## config.mk

```make
export PLATFORM = sky130hd
export DESIGN_NAME = if_id_buf
export DESIGN_NICKNAME = d
export VERILOG_FILES = /design/src/rtl/if_id_buf_pkg.sv /design/src/rtl/if_id_buf.sv
export SDC_FILE = /design/constraint.sdc
export NUM_CORES = 1
export LEC_CHECK = 0
export BUFFER_PORTS_ARGS = -buffer_cell sky130_fd_sc_hd__buf_2
export CAP_MARGIN = 20
export CORE_ASPECT_RATIO = 0.7
export CORE_MARGIN = 2
export CORE_UTILIZATION = 51
export DETAILED_ROUTE_END_ITERATION = 10
export HOLD_SLACK_MARGIN = 0.08
export PLACE_DENSITY_LB_ADDON = 0.1
export SLEW_MARGIN = 20
export SYNTH_ARGS = -nofsm -noshare
export SYNTH_HDL_FRONTEND = slang
export SYNTH_SLANG_ARGS = --single-unit
```

## constraint.sdc

```tcl
create_clock -name clk -period 8.15 [get_ports clk]
set_input_delay 0.815 -clock clk [delete_from_list [all_inputs] [get_ports clk]]
set_output_delay 0.815 -clock clk [all_outputs]
set_load 0.02 [all_outputs]
```

## src/rtl/if_id_buf_pkg.sv

```systemverilog
// Shared widths, constants and entry type for the fetch-to-decode buffer.
// Holds the instruction/address widths, the canonical NOP and the fill-state helper.
// Imported by if_id_buf; no logic of its own.
package if_id_buf_pkg;

  localparam int INST_W      = 32;
  localparam int INST_ADDR_W = 32;

  localparam logic [31:0] ZERO_WORD = 32'h0000_0000;
  // ADDI x0,x0,0: keeps the decoder fed with a legal instruction when nothing is buffered
  localparam logic [31:0] NOP_WORD  = 32'h0000_0013;

  typedef struct packed {
    logic [INST_W-1:0]      inst;
    logic [INST_ADDR_W-1:0] addr;
  } ifid_entry_t;

  typedef enum logic [1:0] {
    FILL_EMPTY,
    FILL_PARTIAL,
    FILL_FULL
  } fill_e;

  // Occupancy class derived purely from the entry count
  function automatic fill_e fill_state(input int cnt, input int depth);
    if (cnt == 0) begin
      return FILL_EMPTY;
    end else if (cnt >= depth) begin
      return FILL_FULL;
    end else begin
      return FILL_PARTIAL;
    end
  endfunction

endpackage

```

## src/rtl/if_id_buf.sv

```systemverilog
// Purpose: fetch-to-decode instruction FIFO of {inst, inst_addr}; NOP on empty, flush on ex jump.
// Latency: 1 cycle push-to-head, no empty bypass; optional IF_ID_BUBBLE_CNT_EN adds starvation counter.
// Backpressure: inst_ready_o drops when full (count only, no pop bypass); id side sees inst_valid_o.
module if_id_buf
  import if_id_buf_pkg::*;
#(
  parameter int                DEPTH    = 2,
  parameter logic [INST_W-1:0] NOP_INST = NOP_WORD
) (
  input  logic                   clk,
  input  logic                   arst_n,
  input  logic [INST_W-1:0]      inst_i,
  input  logic [INST_ADDR_W-1:0] inst_addr_i,
  input  logic                   inst_valid_i,
  output logic                   inst_ready_o,
  input  logic                   id_ready_i,
  input  logic                   ex_jump_ena_i,
  output logic [INST_W-1:0]      inst_o,
  output logic [INST_ADDR_W-1:0] inst_addr_o,
  output logic                   inst_valid_o,
  output logic [31:0]            bubble_cnt_o
);

  localparam int PTR_W = $clog2(DEPTH);
  localparam logic [PTR_W-1:0] PTR_ONE = 1;
  localparam logic [PTR_W:0]   CNT_ONE = 1;

  ifid_entry_t      mem [DEPTH];
  logic [PTR_W-1:0] wr_ptr;
  logic [PTR_W-1:0] rd_ptr;
  logic [PTR_W:0]   count;
  fill_e            fill;
  logic             push;
  logic             pop;
  ifid_entry_t      head;

  assign fill         = fill_state(int'(count), DEPTH);
  assign inst_ready_o = (fill != FILL_FULL);
  assign inst_valid_o = (fill != FILL_EMPTY);

  // A taken jump wins over both handshakes so nothing stale slips through
  assign push = inst_valid_i & inst_ready_o & ~ex_jump_ena_i;
  assign pop  = id_ready_i & inst_valid_o & ~ex_jump_ena_i;

  assign head        = mem[rd_ptr];
  assign inst_o      = inst_valid_o ? head.inst : NOP_INST;
  assign inst_addr_o = inst_valid_o ? head.addr : ZERO_WORD;

  // Entry storage; contents are left unreset because count masks stale slots
  always_ff @(posedge clk) begin
    if (push) begin
      mem[wr_ptr] <= '{inst: inst_i, addr: inst_addr_i};
    end
  end

  // Pointer and occupancy update: flush clears, push/pop advance independently
  always_ff @(posedge clk or negedge arst_n) begin
    if (!arst_n) begin
      wr_ptr <= '0;
      rd_ptr <= '0;
      count  <= '0;
    end else if (ex_jump_ena_i) begin
      wr_ptr <= '0;
      rd_ptr <= '0;
      count  <= '0;
    end else begin
      if (push) wr_ptr <= wr_ptr + PTR_ONE;
      if (pop)  rd_ptr <= rd_ptr + PTR_ONE;
      case ({push, pop})
        2'b10:   count <= count + CNT_ONE;
        2'b01:   count <= count - CNT_ONE;
        default: count <= count;
      endcase
    end
  end

`ifdef IF_ID_BUBBLE_CNT_EN
  logic [31:0] bubble_cnt;

  // Count cycles where decode wanted work but the buffer had none; saturating
  always_ff @(posedge clk or negedge arst_n) begin
    if (!arst_n) begin
      bubble_cnt <= '0;
    end else if (id_ready_i && !inst_valid_o && !ex_jump_ena_i && (bubble_cnt != 32'hFFFF_FFFF)) begin
      bubble_cnt <= bubble_cnt + 32'd1;
    end
  end

  assign bubble_cnt_o = bubble_cnt;
`else
  assign bubble_cnt_o = ZERO_WORD;
`endif

endmodule

```

# Word-level counts from Yosys, hierarchy flattened
# Memory sizes are Yosys's and may differ from the RTL's.
# Cells that the tools add are included.
# Widths: inputs -> output; s select.
[totals]
input_bits = 69
wordCells = 34
output_inout_bits = 98
n_memories = 1
ramBits = 128
reg_bits = 4
[op_classes]
eq_ne = 3
n_bitwise = 5
mux = 12
n_lt_le_gt_ge = 1
reduce_logical = 5
add_sub_neg = 4
[memory_table]
columns = ["memory", "words", "word_bits", "read_ports", "rd_ports_with_merged_regs", "write_ports", "line_no", "text"]
rows = [
  ["mem", 2, 64, 1, 0, 1, "if_id_buf.sv:28", "ifid_entry_t mem [DEPTH];"],
]
[ops]
columns = ["operator", "n"]
rows = [
  ["$mux 32", 2],
  ["$mux 1", 6],
  ["$mux 2", 3],
  ["$reduce_bool 2->1", 3],
  ["$and 1x1->1", 4],
  ["$pmux 2 s2", 1],
  ["$reduce_bool 3->1", 1],
  ["$add 1x1->1 const B", 2],
  ["$add 2x1->2 const B", 1],
  ["$eq 2x1->1 const B", 1],
  ["$eq 2x2->1 const B", 1],
  ["$ge 2x2->1 const B", 1],
  ["$logic_not 2->1", 1],
  ["$ne 2x2->1 const B", 1],
  ["$sub 2x1->2 const B", 1],
  ["$not 1->1", 1],
]

# Logic depth before layout (Yosys ltp)
# Gate-level depths: netlist of run 1.
[logic_depth]
word_depth = 9
mapped_depth = 4
ltp_nobuf = 3

# Worst setup path before layout of run 1
# OpenSTA, ideal clock, no wires.
[synth_path]
kind = "input port to flip-flop"
start = "input port inst_valid_i"
end = "memory mem[1][0] (netlist bit) (enable)"
t_arrival_ps = 5547
n_path_buf = 0
cell_stages = 2
slack_ps = 2025
setup_time_ps = 578
path_cell_list = "nand2b_4 nor3b_1"
[synth_between]
elab_chain_cells = 4
[synth_rtl]
columns = ["item", "line_no", "text"]
rows = [
  ["start, declared", "if_id_buf.sv:14", "input logic inst_valid_i,"],
  ["$and 1x1->1 (2 in a row)", "if_id_buf.sv:42", "assign push = inst_valid_i & inst_ready_o & ~ex_jump_ena_i;"],
  ["$mux 1", "if_id_buf.sv:51", "if (push) begin"],
  ["$mux 1 (not written as such)", "if_id_buf.sv:52", "mem[wr_ptr] <= '{inst: inst_i, addr: inst_addr_i};"],
  ["end, declared", "if_id_buf.sv:28", ""],
]
# Every way passes these cells.

# Worst setup path in the final report of run 1
[layout_path]
start = "register count[0]"
end = "output port inst_o[1]"
[layout_between]
elab_chain_cells = 5
elab_cells_between_ends = 6
cone_classes = "order compare (1); mux (3); reduce/logical (2)"
[layout_rtl]
columns = ["item", "line_no", "text"]
rows = [
  ["start, declared", "if_id_buf.sv:31", "logic [PTR_W:0] count;"],
  ["start signal, assigned", "if_id_buf.sv:70", "2'b10: count <= count + CNT_ONE;"],
  ["start signal, assigned", "if_id_buf.sv:71", "2'b01: count <= count - CNT_ONE;"],
  ["start signal, assigned", "if_id_buf.sv:72", "default: count <= count;"],
  ["$ge 2x2->1", "if_id_buf_pkg.sv:28", "end else if (cnt >= depth) begin"],
  ["$mux 2", "if_id_buf_pkg.sv:28", ""],
  ["$mux 2 *", "if_id_buf_pkg.sv:26", "if (cnt == 0) begin"],
  ["$reduce_bool 2->1 *", "if_id_buf.sv:39", "assign inst_valid_o = (fill != FILL_EMPTY);"],
  ["$mux 32 *", "if_id_buf.sv:46", "assign inst_o = inst_valid_o ? head.inst : NOP_INST;"],
  ["end, declared", "if_id_buf.sv:18", "output logic [INST_W-1:0] inst_o,"],
]
# Every way passes the cells marked *; elsewhere a longest branch is shown, timed or not.

==> impl_metrics.env, run 1 <==
export IMPL_status="complete, no violations"
export IMPL_max_stage_delay_ns=0.67
export IMPL_root_buffer="clkbuf_16"
export IMPL_wire_per_inst_um=16.3
export IMPL_synth_seq_area_share=0.742
export IMPL_crit_path_end_kind="output pin"
export IMPL_htreeDepth=4
export IMPL_max_freq_mhz=311
export IMPL_worst_setup_path_start_kind="flop"
export IMPL_fin_nets=538
export IMPL_multi_input_area_um2=1140
export IMPL_cts_sinks=132
export IMPL_antenna_found_initial=0
export IMPL_synth_yosys_warnings=0
export IMPL_fin_ws_ns=4.93
export IMPL_dieHeight_um=89.4
export IMPL_regArea_um2=3950
export IMPL_start_util=0.519
export IMPL_viasPerCell=4.88
export IMPL_reg2reg_slack_ns=6.18
export IMPL_path_cells="nor2_4, buf_4, inv_1, nand2_1, buf_2"
export IMPL_drt_wl_total_um=10000
export IMPL_critPathTopFamily="buffers and inverters"
export IMPL_rsz0062_at_grt="no"
export IMPL_finish_utilization=0.642
export IMPL_r2r_end="mem[1][8]$_DFFE_PP_"
export IMPL_vias=2995
export IMPL_post_route_period_util=0.395
export IMPL_final_cell_mix="buf_2, edfxtp_1, mux2i_1, nor2_1, conb_1"
export IMPL_cts_tree="yes"
export IMPL_worstSetupPathDepth=5
export IMPL_post_route_min_period_ns=3.22
export IMPL_layoutNonFillerInstCount=614
export IMPL_skew_ns=0.00661
export IMPL_die_area_um2=11300
export IMPL_maxSlewViolCount=0
export IMPL_maxCapViolations=0
export IMPL_clockBufferDepth=2
export IMPL_crit_start="count[0]$_DFFE_PN0P_"
export IMPL_cts_resized=0
export IMPL_cts_setup_buffers=0
export IMPL_dp_final_hpwl_um=6100
export IMPL_critical_path_max_fanout=33
export IMPL_rows=31
export IMPL_final_setup_tns_ns=0
export IMPL_grt_max_degree=66
export IMPL_maxSlewHeadroom=0.410
export IMPL_synthCells=327
export IMPL_ios=167
export IMPL_cts_clk_slew_worst_paths_ns=0.05
export IMPL_cts_made_buffers=17
export IMPL_grtUsageTotal=0.180
export IMPL_critPathRequiredTime_ns=7.34
export IMPL_numPortBuffers=134
export IMPL_area_delta_synth_final_pct=23.7
export IMPL_grt_pass1_wl_um=14800
export IMPL_synth_area_um2=5310
export IMPL_critPathCapture="inst_o[1]"
export IMPL_critPathKind="flop to output pin"
export IMPL_powerDensity_nw_per_um2=267
export IMPL_cp_num_buf_inv=3
export IMPL_finalSetupViolCount=0
export IMPL_hp_class="input port to asynchronous set/reset pin"
export IMPL_worstMarginPinSlew_ns=0.885
export IMPL_p_leak_nw=2.57
export IMPL_synth_distinct_cells=23
export IMPL_first_global_vias=2938
export IMPL_whs_ns=0.200
export IMPL_ant_nets=0
export IMPL_synth_seq_cells=132
export IMPL_vdd_drop_max_v=0.000168
export IMPL_r2r_start="count[1]$_DFFE_PN0P_"
export IMPL_arrival_ns=2.40
export IMPL_dpl_worst_slack_ns=5.35
export IMPL_cp_slowest_cell="nor2_4"
export IMPL_cts_hold_fix_buffers=0
export IMPL_syn_area_per_cell_um2=16.3
export IMPL_hold_viol_final=0
export IMPL_placed_cells=581
export IMPL_die_w_um=126
export IMPL_drtIter0Drc=181
export IMPL_globalRouteOverflowTotal=0
export IMPL_clkLatencyLatePin_ns=0.41
export IMPL_fill_cells=783
export IMPL_coreArea_um2=10200
export IMPL_gp_congestion=0.680
export IMPL_first_pass_iters=4
export IMPL_final_common_cell="buf_2"
export IMPL_r2r_cells=3
export IMPL_drive_above_1_share=0.358
export IMPL_drc_errors=0
metal layers:
layer / wire [um] / GRT usage / up-vias
met4: 191 / 0.0929 / 0
li1: - / - / 1408
met5: 0 / 0 / -
met3: 1020 / 0.0706 / 16
met2: 4570 / 0.284 / 135
met1: 4220 / 0.220 / 1436
synthesized netlist by cell type (all sizes together):
cell type | count | area share
a21oi | 2 | 0.0026
a2bb2oi | 1 | 0.0016
buf | 46 | 0.066
conb | 1 | 0.00071
dfrtp | 4 | 0.019
edfxtp | 128 | 0.72
inv | 2 | 0.0014
mux2 | 1 | 0.0028
mux2i | 64 | 0.12
nand2 | 3 | 0.0021
nand2b | 2 | 0.0038
nor2 | 65 | 0.046
nor2b | 2 | 0.0024
nor3 | 1 | 0.00094
nor3b | 1 | 0.0014
o21ai | 2 | 0.0019
xnor2 | 1 | 0.0016
xor2 | 1 | 0.0016
state kept, by name (all words and copies together), names as in the netlist:
name and cells:
count 2, mem 128, rd_ptr 1, wr_ptr 1
per-stage QoR:
step	cell area, um2	total power, mW
after floorplan	5430	0.948
after global placement	5960	0.995
after detailed placement	5960	0.999
after CTS	6550	1.77
after global routing	6570	1.81
final	6580	1.75
worst min path at each step:
| stage | startpoint | end | slack [ns] |
|---|---|---|---|
| global route | arst_n | rd_ptr$_DFFE_PN0P_ | 0.20 |
| detailed placement | wr_ptr$_DFFE_PN0P_ | wr_ptr$_DFFE_PN0P_ | 0.58 |
| CTS | arst_n | rd_ptr$_DFFE_PN0P_ | 0.19 |
| floorplan | arst_n | count[0]$_DFFE_PN0P_ | 0.52 |
| global placement | wr_ptr$_DFFE_PN0P_ | wr_ptr$_DFFE_PN0P_ | 0.56 |
| finish | arst_n | rd_ptr$_DFFE_PN0P_ | 0.20 |
kinds of logic after synthesis:
group	Yosys count	synth area share
other	1	0.000706
buffers and inverters	48	0.0673
AND/OR/NAND/NOR	74	0.0570
AO/OA/AOI/OAI	5	0.00612
flip-flops	132	0.742
XOR/XNOR	2	0.00330
multiplexers	65	0.123
area by class of cell:
| class | instances | share of cell area |
|---|---|---|
| flip-flops and latches | 132 | 0.600 |
| multi-input cells | 178 | 0.174 |
| repair buffers | 138 | 0.108 |
| clock buffers | 19 | 0.0658 |
| well taps | 132 | 0.0251 |
| clock inverters | 12 | 0.0247 |
| inverters | 2 | 0.00114 |
| diodes | 1 | 0.000381 |
report_power, final:
| part | switching [mW] | total [mW] | leakage, nW | internal (mW) |
|---|---|---|---|---|
| Clock | 0.265 | 0.769 | 0.287 | 0.505 |
| Sequential | 0.0159 | 0.794 | 1.23 | 0.778 |
| Combinational | 0.124 | 0.190 | 1.06 | 0.0659 |
Power figures use the tool's default switching activity.
==> run 2, diff against run 1 <==
--- a/config.mk
+++ b/config.mk
@@ -5,6 +5,7 @@
 export SDC_FILE = /design/constraint.sdc
 export NUM_CORES = 1
 export LEC_CHECK = 0
+export ABC_AREA = 1
 export BUFFER_PORTS_ARGS = -buffer_cell sky130_fd_sc_hd__buf_2
 export CAP_MARGIN = 20
 export CORE_ASPECT_RATIO = 0.7
==> constraint.sdc (replaced) <==
create_clock -name clk -period 3 [get_ports clk]
set_input_delay 0.3 -clock clk [delete_from_list [all_inputs] [get_ports clk]]
set_output_delay 0.3 -clock clk [all_outputs]
set_load 0.02 [all_outputs]
==> impl_metrics.env, run 2 <==
export IMPL_critical_path_max_fanout=32
export IMPL_dpl_worst_slack_ns=0.974
export IMPL_root_buffer="clkbuf_16"
export IMPL_yosys_top_cells_area="edfxtp_1, nand2_1, a21oi_1, buf_4, dfrtp_1"
export IMPL_post_route_period_util=0.820
export IMPL_rsz0062_at_grt="no"
export IMPL_fin_nets=672
export IMPL_critPathRequiredTime_ns=2.70
export IMPL_maxCapViolations=0
export IMPL_powerDensity_nw_per_um2=784
export IMPL_r2r_start="count[1]$_DFFE_PN0P_"
export IMPL_die_area_um2=11100
export IMPL_first_global_vias=3613
export IMPL_crit_start="rd_ptr$_DFFE_PN0P_"
export IMPL_drive_above_1_share=0.291
export IMPL_gp_congestion=0.798
export IMPL_largestRegisters="mem: 128 flops, count: 2 flops"
export IMPL_status="complete, no violations"
export IMPL_regMostFlops="mem"
export IMPL_yosys_top_cells_count="nand2_1, edfxtp_1, a21oi_1"
export IMPL_ys_flop_type="edfxtp_1"
export IMPL_max_freq_mhz=407
export IMPL_final_common_cell="buf_2"
export IMPL_multi_input_area_um2=1050
export IMPL_area_delta_synth_final_pct=36.0
export IMPL_regArea_um2=3950
export IMPL_postLayoutCellArea_um2=7120
export IMPL_antenna_found_initial=0
export IMPL_largest_reg_flops=128
export IMPL_vdd_drop_max_v=0.000519
export IMPL_synth_yosys_warnings=0
export IMPL_power_frac_clock=0.398
export IMPL_vias=3676
export IMPL_ios=167
export IMPL_crit_path_end_kind="output pin"
export IMPL_grt_pass1_wl_um=17600
export IMPL_synthArstFlopShare=0.0303
export IMPL_diodes=0
export IMPL_p_sw_mw=1.61
export IMPL_synth_seq_area_share=0.754
export IMPL_worstHoldStart="inst_addr_i[13]"
export IMPL_placed_cell_area_um2=5940
export IMPL_viasPerCell=4.94
export IMPL_clockBufferDepth=2
export IMPL_critPathKind="flop to output pin"
export IMPL_fill_cells=662
export IMPL_cts_sinks=132
export IMPL_comb_power_share=0.213
export IMPL_globalRouteOverflowTotal=0
export IMPL_synthCells=408
export IMPL_hp_class="input port to flop"
export IMPL_final_cell_mix="buf_2, nand2_1, edfxtp_1"
export IMPL_dp_final_hpwl_um=6880
export IMPL_grt_max_degree=66
export IMPL_yosysMostFrequentCell="nand2_1"
export IMPL_htreeDepth=4
export IMPL_drc_errors=0
export IMPL_first_pass_iters=4
export IMPL_worstHoldPathCells=1
export IMPL_rows=30
export IMPL_dieHeight_um=88.8
export IMPL_synth_seq_cells=132
export IMPL_cts_setup_buffers=0
export IMPL_coreArea_um2=9830
export IMPL_drt_wl_total_um=11600
export IMPL_fin_ws_ns=0.540
export IMPL_maxSlewViolCount=0
export IMPL_post_route_min_period_ns=2.46
export IMPL_seqPwrFrac=0.389
export IMPL_skew_ns=0.00648
export IMPL_worst_setup_path_start_kind="flop"
export IMPL_syn_area_per_cell_um2=12.8
export IMPL_final_setup_tns_ns=0
export IMPL_grtUsageTotal=0.210
export IMPL_swShare=0.289
export IMPL_maxSlewHeadroom=0.514
export IMPL_worstMarginPinSlew_ns=0.729
export IMPL_synth_distinct_cells=16
export IMPL_cts_clk_slew_worst_paths_ns=0.05
export IMPL_die_w_um=125
export IMPL_cts_tree="yes"
export IMPL_ant_nets=0
export IMPL_synth_area_um2=5230
export IMPL_arrival_ns=2.16
export IMPL_numPortBuffers=134
export IMPL_synth_edf_count=128
export IMPL_r2r_cells=6
export IMPL_hold_viol_final=0
export IMPL_p_leak_nw=2.94
export IMPL_synth_top_area_frac=0.734
export IMPL_p_int_mw=3.97
export IMPL_synth_top_area_cell="edfxtp_1"
export IMPL_clkLatencyLatePin_ns=0.41
export IMPL_cts_made_buffers=17
export IMPL_wire_per_inst_um=15.6
export IMPL_finalSetupViolCount=0
export IMPL_start_util=0.532
export IMPL_drtIter0Drc=317
run 2: changes by cell type after synthesis, sizes merged, moves of 4 or more:
| cell | change |
|---|---|
| mux2i | -64 |
| a21oi | +60 |
| buf | +4 |
| nor2 | -58 |
| inv | +8 |
| nand3 | +6 |
| nand2 | +130 |
run 2: area by class of cell:
type | count | area share
multi-input cells | 245 | 0.147
repair buffers | 197 | 0.181
clock inverters | 15 | 0.0297
inverters | 10 | 0.00527
well taps | 128 | 0.0225
clock buffers | 17 | 0.0598
flip-flops and latches | 132 | 0.554
run 2: power by group through the flow:
stage / combinational, mW / clock, mW / sequential [mW]
after detailed placement: 1.13 / 0 / 2.21
after CTS: 1.19 / 2.23 / 2.17
after global placement: 1.12 / 0 / 2.21
final: 1.19 / 2.22 / 2.17
after floorplan: 0.756 / 0 / 2.21
after global routing: 1.29 / 2.32 / 2.18
run 2: layer usage:
| layer | part of all wire | vias to the layer above | track usage |
|---|---|---|---|
| met2 | 0.47 | 175 | 0.340 |
| met3 | 0.075 | 16 | 0.0635 |
| met1 | 0.44 | 1743 | 0.275 |
| met5 | 0 | - | 0 |
| li1 | - | 1742 | - |
| met4 | 0.014 | 0 | 0.0737 |
run 2: worst paths after layout:
check	to	slack (ns)
max in group asynchronous	rd_ptr$_DFFE_PN0P_	2.59
max	inst_addr_o[15]	0.54
min	mem[1][13]$_DFFE_PP_	0.1
min in group asynchronous	wr_ptr$_DFFE_PN0P_	0.26
min reg2reg	count[1]$_DFFE_PN0P_	0.61
max reg2reg	mem[0][42]$_DFFE_PP_	1.17
run 2: cells by family (layout without fill, tap and decap cells):
| logic type | Yosys count | after routing | synth area share |
|---|---|---|---|
| and+or+nand+nor | 148 | 148 | 0.111 |
| DFF | 132 | 132 | 0.754 |
| AOI/OAI and AO/OA | 65 | 65 | 0.0631 |
| buffers and inverters | 62 | 239 | 0.0717 |
| other | 1 | 32 | 0.000717 |
run 2: critical path, cell delays in order (launching register included):
cell,delay (ns)
dfrtp_2,0.40
inv_2,0.42
buf_4,0.41
nand2_1,0.10
a21oi_1,0.20
buf_2,0.20
run 2: per-stage QoR:
step	total power, mW	std cells	util	hold WS, ns
after global routing	5.79	744	0.724	0.0816
after CTS	5.60	742	0.722	0.0808
final	5.58	744	0.724	0.0954
after global placement	3.33	658	0.604	0.119
after floorplan	2.96	439	-	0.00441
after detailed placement	3.34	658	0.604	0.123
run 2: what timing repair did:
action,in CTS,in global routing
endpoints found under the setup margin,0,0
resized for setup,0,0
endpoints found under the hold margin,104,3
hold buffers,52,2
